<file path="config.mk">
export PLATFORM = sky130hd
export DESIGN_NAME = serial_add_sched_flat
export DESIGN_NICKNAME = d
export VERILOG_FILES = /design/src/rtl/serial_add_pkg.sv /design/src/rtl/serial_add_sched_if.sv /design/src/rtl/serial_add_core.sv /design/src/rtl/serial_add_sched.sv /design/src/flat_wrapper.sv
export SDC_FILE = /design/constraint.sdc
export NUM_CORES = 1
export LEC_CHECK = 0
export ABC_AREA = 1
export CORE_MARGIN = 2
export CORE_UTILIZATION = 46
export DETAILED_ROUTE_END_ITERATION = 16
export HOLD_SLACK_MARGIN = 0.12
export MAX_ROUTING_LAYER = met4
export PLACE_DENSITY_LB_ADDON = 0.1
export SLEW_MARGIN = 20
export SYNTH_ARGS = -nofsm -noshare
export SYNTH_HDL_FRONTEND = slang
export SYNTH_SLANG_ARGS = --single-unit
</file>
<file path="constraint.sdc">
create_clock -name i_clk -period 2.04 [get_ports i_clk]
set_input_delay 0.204 -clock i_clk [delete_from_list [all_inputs] [get_ports i_clk]]
set_output_delay 0.204 -clock i_clk [all_outputs]
set_load 0.05 [all_outputs]
</file>
<file path="src/rtl/serial_add_pkg.sv">
// Shared types and width helpers for the serial adder scheduler.
// Imported by the interface, the datapath core and the scheduler top.
package serial_add_pkg;

    typedef enum logic [1:0] {
        IDLE  = 2'd0,
        SHIFT = 2'd1,
        DONE  = 2'd2
    } state_t;

    localparam int DEF_DATAWIDTH = 8;
    localparam int DEF_NUM_REQ   = 4;

    // Requester-ID width; never below one bit.
    function automatic int id_w(input int n);
        return (n > 1) ? $clog2(n) : 1;
    endfunction

    // Bit-counter width, able to hold DATAWIDTH itself.
    function automatic int cnt_w(input int w);
        return $clog2(w + 1);
    endfunction

endpackage

</file>
<file path="src/rtl/serial_add_sched_if.sv">
// Request/response bundle between requesters, consumer and scheduler.
// master = requesters plus consumer side, slave = scheduler side.
interface serial_add_sched_if
    import serial_add_pkg::*;
#(
    parameter int DATAWIDTH = DEF_DATAWIDTH,
    parameter int NUM_REQ   = DEF_NUM_REQ
);
    localparam int ID_W = id_w(NUM_REQ);

    logic [NUM_REQ-1:0]           i_req_valid;
    logic [NUM_REQ*DATAWIDTH-1:0] i_req_a;
    logic [NUM_REQ*DATAWIDTH-1:0] i_req_b;
    logic [NUM_REQ-1:0]           o_req_ready;
    logic                         o_rsp_valid;
    logic                         i_rsp_ready;
    logic [DATAWIDTH-1:0]         o_rsp_sum;
    logic                         o_rsp_cout;
    logic [ID_W-1:0]              o_rsp_id;
    logic                         o_busy;

    modport master (
        output i_req_valid,
        output i_req_a,
        output i_req_b,
        output i_rsp_ready,
        input  o_req_ready,
        input  o_rsp_valid,
        input  o_rsp_sum,
        input  o_rsp_cout,
        input  o_rsp_id,
        input  o_busy
    );

    modport slave (
        input  i_req_valid,
        input  i_req_a,
        input  i_req_b,
        input  i_rsp_ready,
        output o_req_ready,
        output o_rsp_valid,
        output o_rsp_sum,
        output o_rsp_cout,
        output o_rsp_id,
        output o_busy
    );

endinterface

</file>
<file path="src/rtl/serial_add_core.sv">
// Bit-serial adder datapath: operand shifters, full adder, carry, sum.
// Purely driven by load/shift strobes; sequencing lives in the scheduler.
module serial_add_core
    import serial_add_pkg::*;
#(
    parameter int DATAWIDTH = DEF_DATAWIDTH
) (
    input  logic                 clk,
    input  logic                 rst_n,
    input  logic                 load,
    input  logic                 shift,
    input  logic [DATAWIDTH-1:0] a_in,
    input  logic [DATAWIDTH-1:0] b_in,
    output logic [DATAWIDTH-1:0] sum,
    output logic                 cout
);

    logic [DATAWIDTH-1:0] a_sr;
    logic [DATAWIDTH-1:0] b_sr;
    logic [DATAWIDTH-1:0] sum_sr;
    logic                 carry;
    logic                 s_bit;
    logic                 c_next;

    assign s_bit  = a_sr[0] ^ b_sr[0] ^ carry;
    assign c_next = (a_sr[0] & b_sr[0]) | (carry & (a_sr[0] ^ b_sr[0]));

    // Operand registers: parallel load, then shift right to expose the LSB.
    always_ff @(posedge clk or negedge rst_n) begin
        if (!rst_n) begin
            a_sr <= '0;
            b_sr <= '0;
        end else if (load) begin
            a_sr <= a_in;
            b_sr <= b_in;
        end else if (shift) begin
            a_sr <= {1'b0, a_sr[DATAWIDTH-1:1]};
            b_sr <= {1'b0, b_sr[DATAWIDTH-1:1]};
        end
    end

    // Carry flop: cleared on load, ripples one bit per shift.
    always_ff @(posedge clk or negedge rst_n) begin
        if (!rst_n) begin
            carry <= 1'b0;
        end else if (load) begin
            carry <= 1'b0;
        end else if (shift) begin
            carry <= c_next;
        end
    end

    // Sum register: sum bits enter at the MSB so LSB lands at bit 0 last.
    always_ff @(posedge clk or negedge rst_n) begin
        if (!rst_n) begin
            sum_sr <= '0;
        end else if (load) begin
            sum_sr <= '0;
        end else if (shift) begin
            sum_sr <= {s_bit, sum_sr[DATAWIDTH-1:1]};
        end
    end

    assign sum  = sum_sr;
    assign cout = carry;

endmodule

</file>
<file path="src/rtl/serial_add_sched.sv">
// Round-robin scheduler sharing one bit-serial adder among requesters.
// Grants in IDLE, shifts DATAWIDTH bit-cycles, then holds the response.
module serial_add_sched
    import serial_add_pkg::*;
#(
    parameter int DATAWIDTH = DEF_DATAWIDTH,
    parameter int NUM_REQ   = DEF_NUM_REQ
) (
    input  logic              i_clk,
    input  logic              i_rst,
    serial_add_sched_if.slave bus
);

    localparam int ID_W  = id_w(NUM_REQ);
    localparam int CNT_W = cnt_w(DATAWIDTH);

    state_t               state;
    state_t               state_nx;
    logic [ID_W-1:0]      rr_ptr;
    logic [ID_W-1:0]      id_q;
    logic [ID_W-1:0]      win_id;
    logic                 win_any;
    logic [NUM_REQ-1:0]   grant;
    logic [CNT_W-1:0]     cnt;
    logic                 load;
    logic                 shift;
    logic [ID_W-1:0]      ptr_nx;
    logic [DATAWIDTH-1:0] a_sel;
    logic [DATAWIDTH-1:0] b_sel;

    // Round-robin pick: the lowest offset from rr_ptr with valid set wins.
    always_comb begin
        int idx;
        logic [ID_W-1:0] cand;
        win_any = 1'b0;
        win_id  = '0;
        idx     = 0;
        cand    = '0;
        for (int i = NUM_REQ - 1; i >= 0; i--) begin
            idx = int'(rr_ptr) + i;
            if (idx >= NUM_REQ) begin
                idx = idx - NUM_REQ;
            end
            cand = ID_W'(idx);
            if (bus.i_req_valid[cand]) begin
                win_any = 1'b1;
                win_id  = cand;
            end
        end
    end

    // Winner's operands routed to the core load port.
    always_comb begin
        a_sel = bus.i_req_a[win_id*DATAWIDTH +: DATAWIDTH];
        b_sel = bus.i_req_b[win_id*DATAWIDTH +: DATAWIDTH];
    end

    // Next-state and strobe decode for the three-state sequencer.
    always_comb begin
        state_nx = state;
        load     = 1'b0;
        shift    = 1'b0;
        grant    = '0;
        unique case (state)
            IDLE: begin
                if (win_any) begin
                    grant[win_id] = 1'b1;
                    load          = 1'b1;
                    state_nx      = SHIFT;
                end
            end
            SHIFT: begin
                shift = 1'b1;
                if (cnt == CNT_W'(DATAWIDTH - 1)) begin
                    state_nx = DONE;
                end
            end
            DONE: begin
                if (bus.i_rsp_ready) begin
                    state_nx = IDLE;
                end
            end
            default: state_nx = IDLE;
        endcase
    end

    // State register.
    always_ff @(posedge i_clk or negedge i_rst) begin
        if (!i_rst) begin
            state <= IDLE;
        end else begin
            state <= state_nx;
        end
    end

    // Bit counter: zeroed on load, counts completed bit-cycles.
    always_ff @(posedge i_clk or negedge i_rst) begin
        if (!i_rst) begin
            cnt <= '0;
        end else if (load) begin
            cnt <= '0;
        end else if (shift) begin
            cnt <= cnt + 1'b1;
        end
    end

    // Latch the served requester for the response.
    always_ff @(posedge i_clk or negedge i_rst) begin
        if (!i_rst) begin
            id_q <= '0;
        end else if (load) begin
            id_q <= win_id;
        end
    end

    assign ptr_nx = (id_q == ID_W'(NUM_REQ - 1)) ? '0 : id_q + 1'b1;

    // Pointer moves past the served requester once its result is taken.
    always_ff @(posedge i_clk or negedge i_rst) begin
        if (!i_rst) begin
            rr_ptr <= '0;
        end else if (state == DONE && bus.i_rsp_ready) begin
            rr_ptr <= ptr_nx;
        end
    end

    serial_add_core #(
        .DATAWIDTH (DATAWIDTH)
    ) u_core (
        .clk   (i_clk),
        .rst_n (i_rst),
        .load  (load),
        .shift (shift),
        .a_in  (a_sel),
        .b_in  (b_sel),
        .sum   (bus.o_rsp_sum),
        .cout  (bus.o_rsp_cout)
    );

    assign bus.o_req_ready = grant;
    assign bus.o_rsp_valid = (state == DONE);
    assign bus.o_rsp_id    = id_q;
    assign bus.o_busy      = (state != IDLE);

endmodule

</file>
<file path="src/flat_wrapper.sv">
// flat-port wrapper written by rule: the top's interface ports become plain ports
module serial_add_sched_flat import serial_add_pkg::*;
#(
    parameter int DATAWIDTH = DEF_DATAWIDTH,
    parameter int NUM_REQ   = DEF_NUM_REQ
)
  (i_clk, i_rst, bus_i_req_valid, bus_i_req_a, bus_i_req_b, bus_i_rsp_ready, bus_o_req_ready, bus_o_rsp_valid, bus_o_rsp_sum, bus_o_rsp_cout, bus_o_rsp_id, bus_o_busy);
  serial_add_sched_if #(.DATAWIDTH(DATAWIDTH), .NUM_REQ(NUM_REQ)) bus_i ();
  input  logic i_clk;
  input  logic i_rst;
  input wire logic [$bits(bus_i.i_req_valid)-1:0] bus_i_req_valid;
  input wire logic [$bits(bus_i.i_req_a)-1:0] bus_i_req_a;
  input wire logic [$bits(bus_i.i_req_b)-1:0] bus_i_req_b;
  input wire logic [$bits(bus_i.i_rsp_ready)-1:0] bus_i_rsp_ready;
  output wire logic [$bits(bus_i.o_req_ready)-1:0] bus_o_req_ready;
  output wire logic [$bits(bus_i.o_rsp_valid)-1:0] bus_o_rsp_valid;
  output wire logic [$bits(bus_i.o_rsp_sum)-1:0] bus_o_rsp_sum;
  output wire logic [$bits(bus_i.o_rsp_cout)-1:0] bus_o_rsp_cout;
  output wire logic [$bits(bus_i.o_rsp_id)-1:0] bus_o_rsp_id;
  output wire logic [$bits(bus_i.o_busy)-1:0] bus_o_busy;
  assign bus_i.i_req_valid = bus_i_req_valid;
  assign bus_i.i_req_a = bus_i_req_a;
  assign bus_i.i_req_b = bus_i_req_b;
  assign bus_i.i_rsp_ready = bus_i_rsp_ready;
  assign bus_o_req_ready = bus_i.o_req_ready;
  assign bus_o_rsp_valid = bus_i.o_rsp_valid;
  assign bus_o_rsp_sum = bus_i.o_rsp_sum;
  assign bus_o_rsp_cout = bus_i.o_rsp_cout;
  assign bus_o_rsp_id = bus_i.o_rsp_id;
  assign bus_o_busy = bus_i.o_busy;
  serial_add_sched #(.DATAWIDTH(DATAWIDTH), .NUM_REQ(NUM_REQ)) u_core (.i_clk(i_clk), .i_rst(i_rst), .bus(bus_i));
endmodule
</file>
==> results <==
-- worst max-delay path: cells and delay by family (launching register included) --
| family | cells | cell delay [ns] |
|---|---|---|
| flip-flops | 1 | 0.47 |
| AND/OR/NAND/NOR | 10 | 0.87 |
| buffers and inverters | 2 | 0.25 |
-- layer usage --
metal / global-route usage / vias up / share of wire
li1: - / 1380 / -
met1: 0.284 / 1250 / 0.43
met2: 0.373 / 82 / 0.51
met3: 0.0356 / 9 / 0.046
met4: 0.0737 / 0 / 0.017
met5: - / - / 0
-- logic make-up after synthesis --
group	count (synthesis)
simple gates	213
buf+inv	97
flops	35
compound gates	28
fa+ha+maj	3
xor+xnor	1
-- Yosys cell counts, drive strengths merged --
| cell type | count | area [um2] |
|---|---|---|
| a21oi | 4 | 20.0 |
| a22o | 2 | 17.5 |
| buf | 14 | 135 |
| clkbuf | 2 | 7.51 |
| clkinv | 1 | 3.75 |
| dfrtp | 35 | 876 |
| fa | 1 | 20.0 |
| ha | 2 | 25.0 |
| inv | 80 | 305 |
| nand2 | 118 | 468 |
| nand3 | 66 | 340 |
| nand3b | 7 | 52.6 |
| nand4 | 7 | 43.8 |
| nor2 | 14 | 70.1 |
| nor3 | 1 | 5.00 |
| o211ai | 3 | 37.5 |
| o21ai | 12 | 60.1 |
| o22ai | 6 | 37.5 |
| o31ai | 1 | 7.51 |
| xor2 | 1 | 8.76 |
-- state kept, by name (all words and copies together), names as in the netlist --
name / flops
u_core.u_core.sum: 8
u_core.state: 2
u_core.u_core.cout: 1
u_core.cnt: 4
u_core.u_core.a_sr: 8
u_core.u_core.b_sr: 8
u_core.rr_ptr: 2
u_core.bus.o_rsp_id: 2
-- worst paths after layout --
check | endpoint | cells after the start
setup / recovery | bus_o_req_ready[0] | 12
hold / removal | u_core.u_core.a_sr[7] | 2
setup reg to reg | u_core.u_core.b_sr[4] | 12
hold reg to reg | u_core.u_core.a_sr[7] | 2
max in group asynchronous | u_core.rr_ptr[0] | 2
min in group asynchronous | u_core.rr_ptr[1] | 2
-- final cells by class --
class,count,area [um2],area share
Timing Repair inverter,1,5.00,0.00131
Timing Repair Buffer,110,1140,0.299
Inverter,81,317,0.0826
Sequential cell,35,878,0.229
Multi-Input combinational cell,245,1310,0.342
Clock buffer,6,82.6,0.0215
Clock inverter,1,5.00,0.00131
Tap cell,72,90.1,0.0235
-- timing repair --
| item | CTS | global route |
|---|---|---|
| endpoints found under the hold margin | 35 | 0 |
| setup buffers | 8 | 2 |
| gates resized for setup | 21 | 13 |
| hold buffers | 1 | 0 |
| setup endpoints to repair | 4 | 20 |
| cloned | 0 | 3 |
| pin swaps | 12 | 9 |
-- power breakdown --
part	switching, mW	total, mW	leakage, nW	internal, mW
sequential	0.232	1.28	0.439	1.04
combinational	3.35	5.56	1.45	2.22
clock	0.227	0.491	0.0470	0.264
total	3.80	7.33	1.93	3.52
-- placed cells by master (no fill, tap or decap), drive strengths merged --
cell type	synthesis	final
a21oi	4	4
a22o	2	2
buf	14	25
clkbuf	2	8
clkdlybuf4s50	0	82
clkinv	1	5
dfrtp	35	35
dlygate4sd3	0	1
fa	1	1
ha	2	2
inv	80	78
nand2	118	118
nand3	66	66
nand3b	7	7
nand4	7	7
nor2	14	14
nor3	1	1
o211ai	3	3
o21ai	12	12
o22ai	6	6
o31ai	1	1
xor2	1	1
-- stage by stage --
stage	TNS (ns)	instance area [um2]	worst slack, ns	util	power, mW
2_1_floorplan	-0.0903	2550	-0.0315	-	4.86
3_3_place_gp	0	3530	0.0586	0.654	5.95
3_5_place_dp	0	3530	0.00765	0.654	6.04
4_1_cts	-0.0796	3760	-0.0351	0.695	6.94
5_1_grt	-0.921	3830	-0.159	0.709	7.99
6_report	-0.168	3830	-0.0469	0.709	7.33
==> impl_metrics.yaml <==
outcome:
  status: "finished with violations"
  violations: "setup timing"
cts:
  clk_transition_reported_paths_ns: 0.06
  cts_max_level: 2
  clockBufferDepth: 2
  ctsRootBufferMaster: "clkbuf_8"
  cts.sinks: 35
  insertion_delay_ns: 0.28
  cts_tree: "done"
  cts_made_buffers: 5
global_routing:
  grt_max_degree: 36
  track_usage: 0.225
  antenna_found_initial: 0
  first_global_vias: 2550
  grt-ovfl-total: 0
  grt_pass1_wl_um: 10800
timing:
  fmax_mhz: 479
  worst_slack_ns: -0.0469
  worstMarginPinSlew_ns: 0.758
  slew_violations: 0
  setup_violations: 4
  finalHoldViolations: 0
  post-route-period-util: 1.02
  whs_ns: 0.500
  period_minus_slack_ns: 2.09
  final.setup_skew_ns: 0.00250
  maxSlewHeadroom: 0.494
  rsz0062_at_grt: "true"
detailed_routing:
  first_iter_violations: 107
  first_pass_iters: 4
  viasPerCell: 4.94
  vias: 2721
  ant_nets: 0
  drcViolationCount: 0
  wl_per_cell_um: 12.1
  wl_um: 6640
die:
  die_y_um: 78.3
  coreArea_um2: 5410
  initial_utilization: 0.470
  die_w_um: 78.3
  die_area_um2: 6130
  num_rows: 27
  io_pins: 88
setup_path:
  cp.required_ns: 1.84
  cpMostUsedCell: "nand2_2"
  critical_path.max_stage_delay_ns: 0.47
  r2r_slack_ns: 0.07
  cp-end-kind: "output port"
  crit_start: "u_core.rr_ptr[0]"
  crit_fanout: 8
  start_kind: "flop"
  worst-setup-path-type: "reg -> out"
  rr_startpoint: "u_core.rr_ptr[0]"
  cpMaxStageDelayCell: "dfrtp_2"
  crit_chain: "clkinv_4 -> nand2_2 -> nand2_2 -> nand2_2 -> nand2_4 -> nor2_1 -> nor2_1 -> nand2_2 -> nand2_4 -> nand2_4 -> nor2_4 -> buf_12"
  cp.arrival_ns: 1.88
power_and_ir_drop:
  p_leak_nw: 1.93
  ir_drop_uv: 1160
  power.density_nw_per_um2: 1910
layout:
  fillCellCount: 473
  drive_above_1_share: 0.180
  n_antenna_cell: 0
  syn_to_final_growth_pct: 50.8
  final_nets: 553
  final_cells: 551
run:
  maxCapViolCount: 0
synthesis:
  synth_warnings: 0
  ys_seq_elements: 35
  synthCells: 377
  syn_area_um2: 2540
  synth_compound_area_frac: 0.0709
  synth_xor_area_frac: 0.00345
  synth_cell_type_count: 30
  synth_top_family_by_area: "simple AND/OR/NAND/NOR gates"
  synthAdderAreaFrac: 0.0177
  synth_nets: 451
  avgSynthCellArea_um2: 6.74
  synth-simple-area-share: 0.386
  synthMuxAreaShare: 0
  yosysSeqAreaShare: 0.345
worst_hold_path:
  min-delay-path-class: "reg -> reg"
  hold_path_startpoint: "u_core.u_core.a_sr[7]"
place:
  dpl.hpwl_um: 4690
  dpl.cell_count: 534
  io_buffers: 87
  routabilityCongestion: 0.844
(Power assumes the default switching activity.)
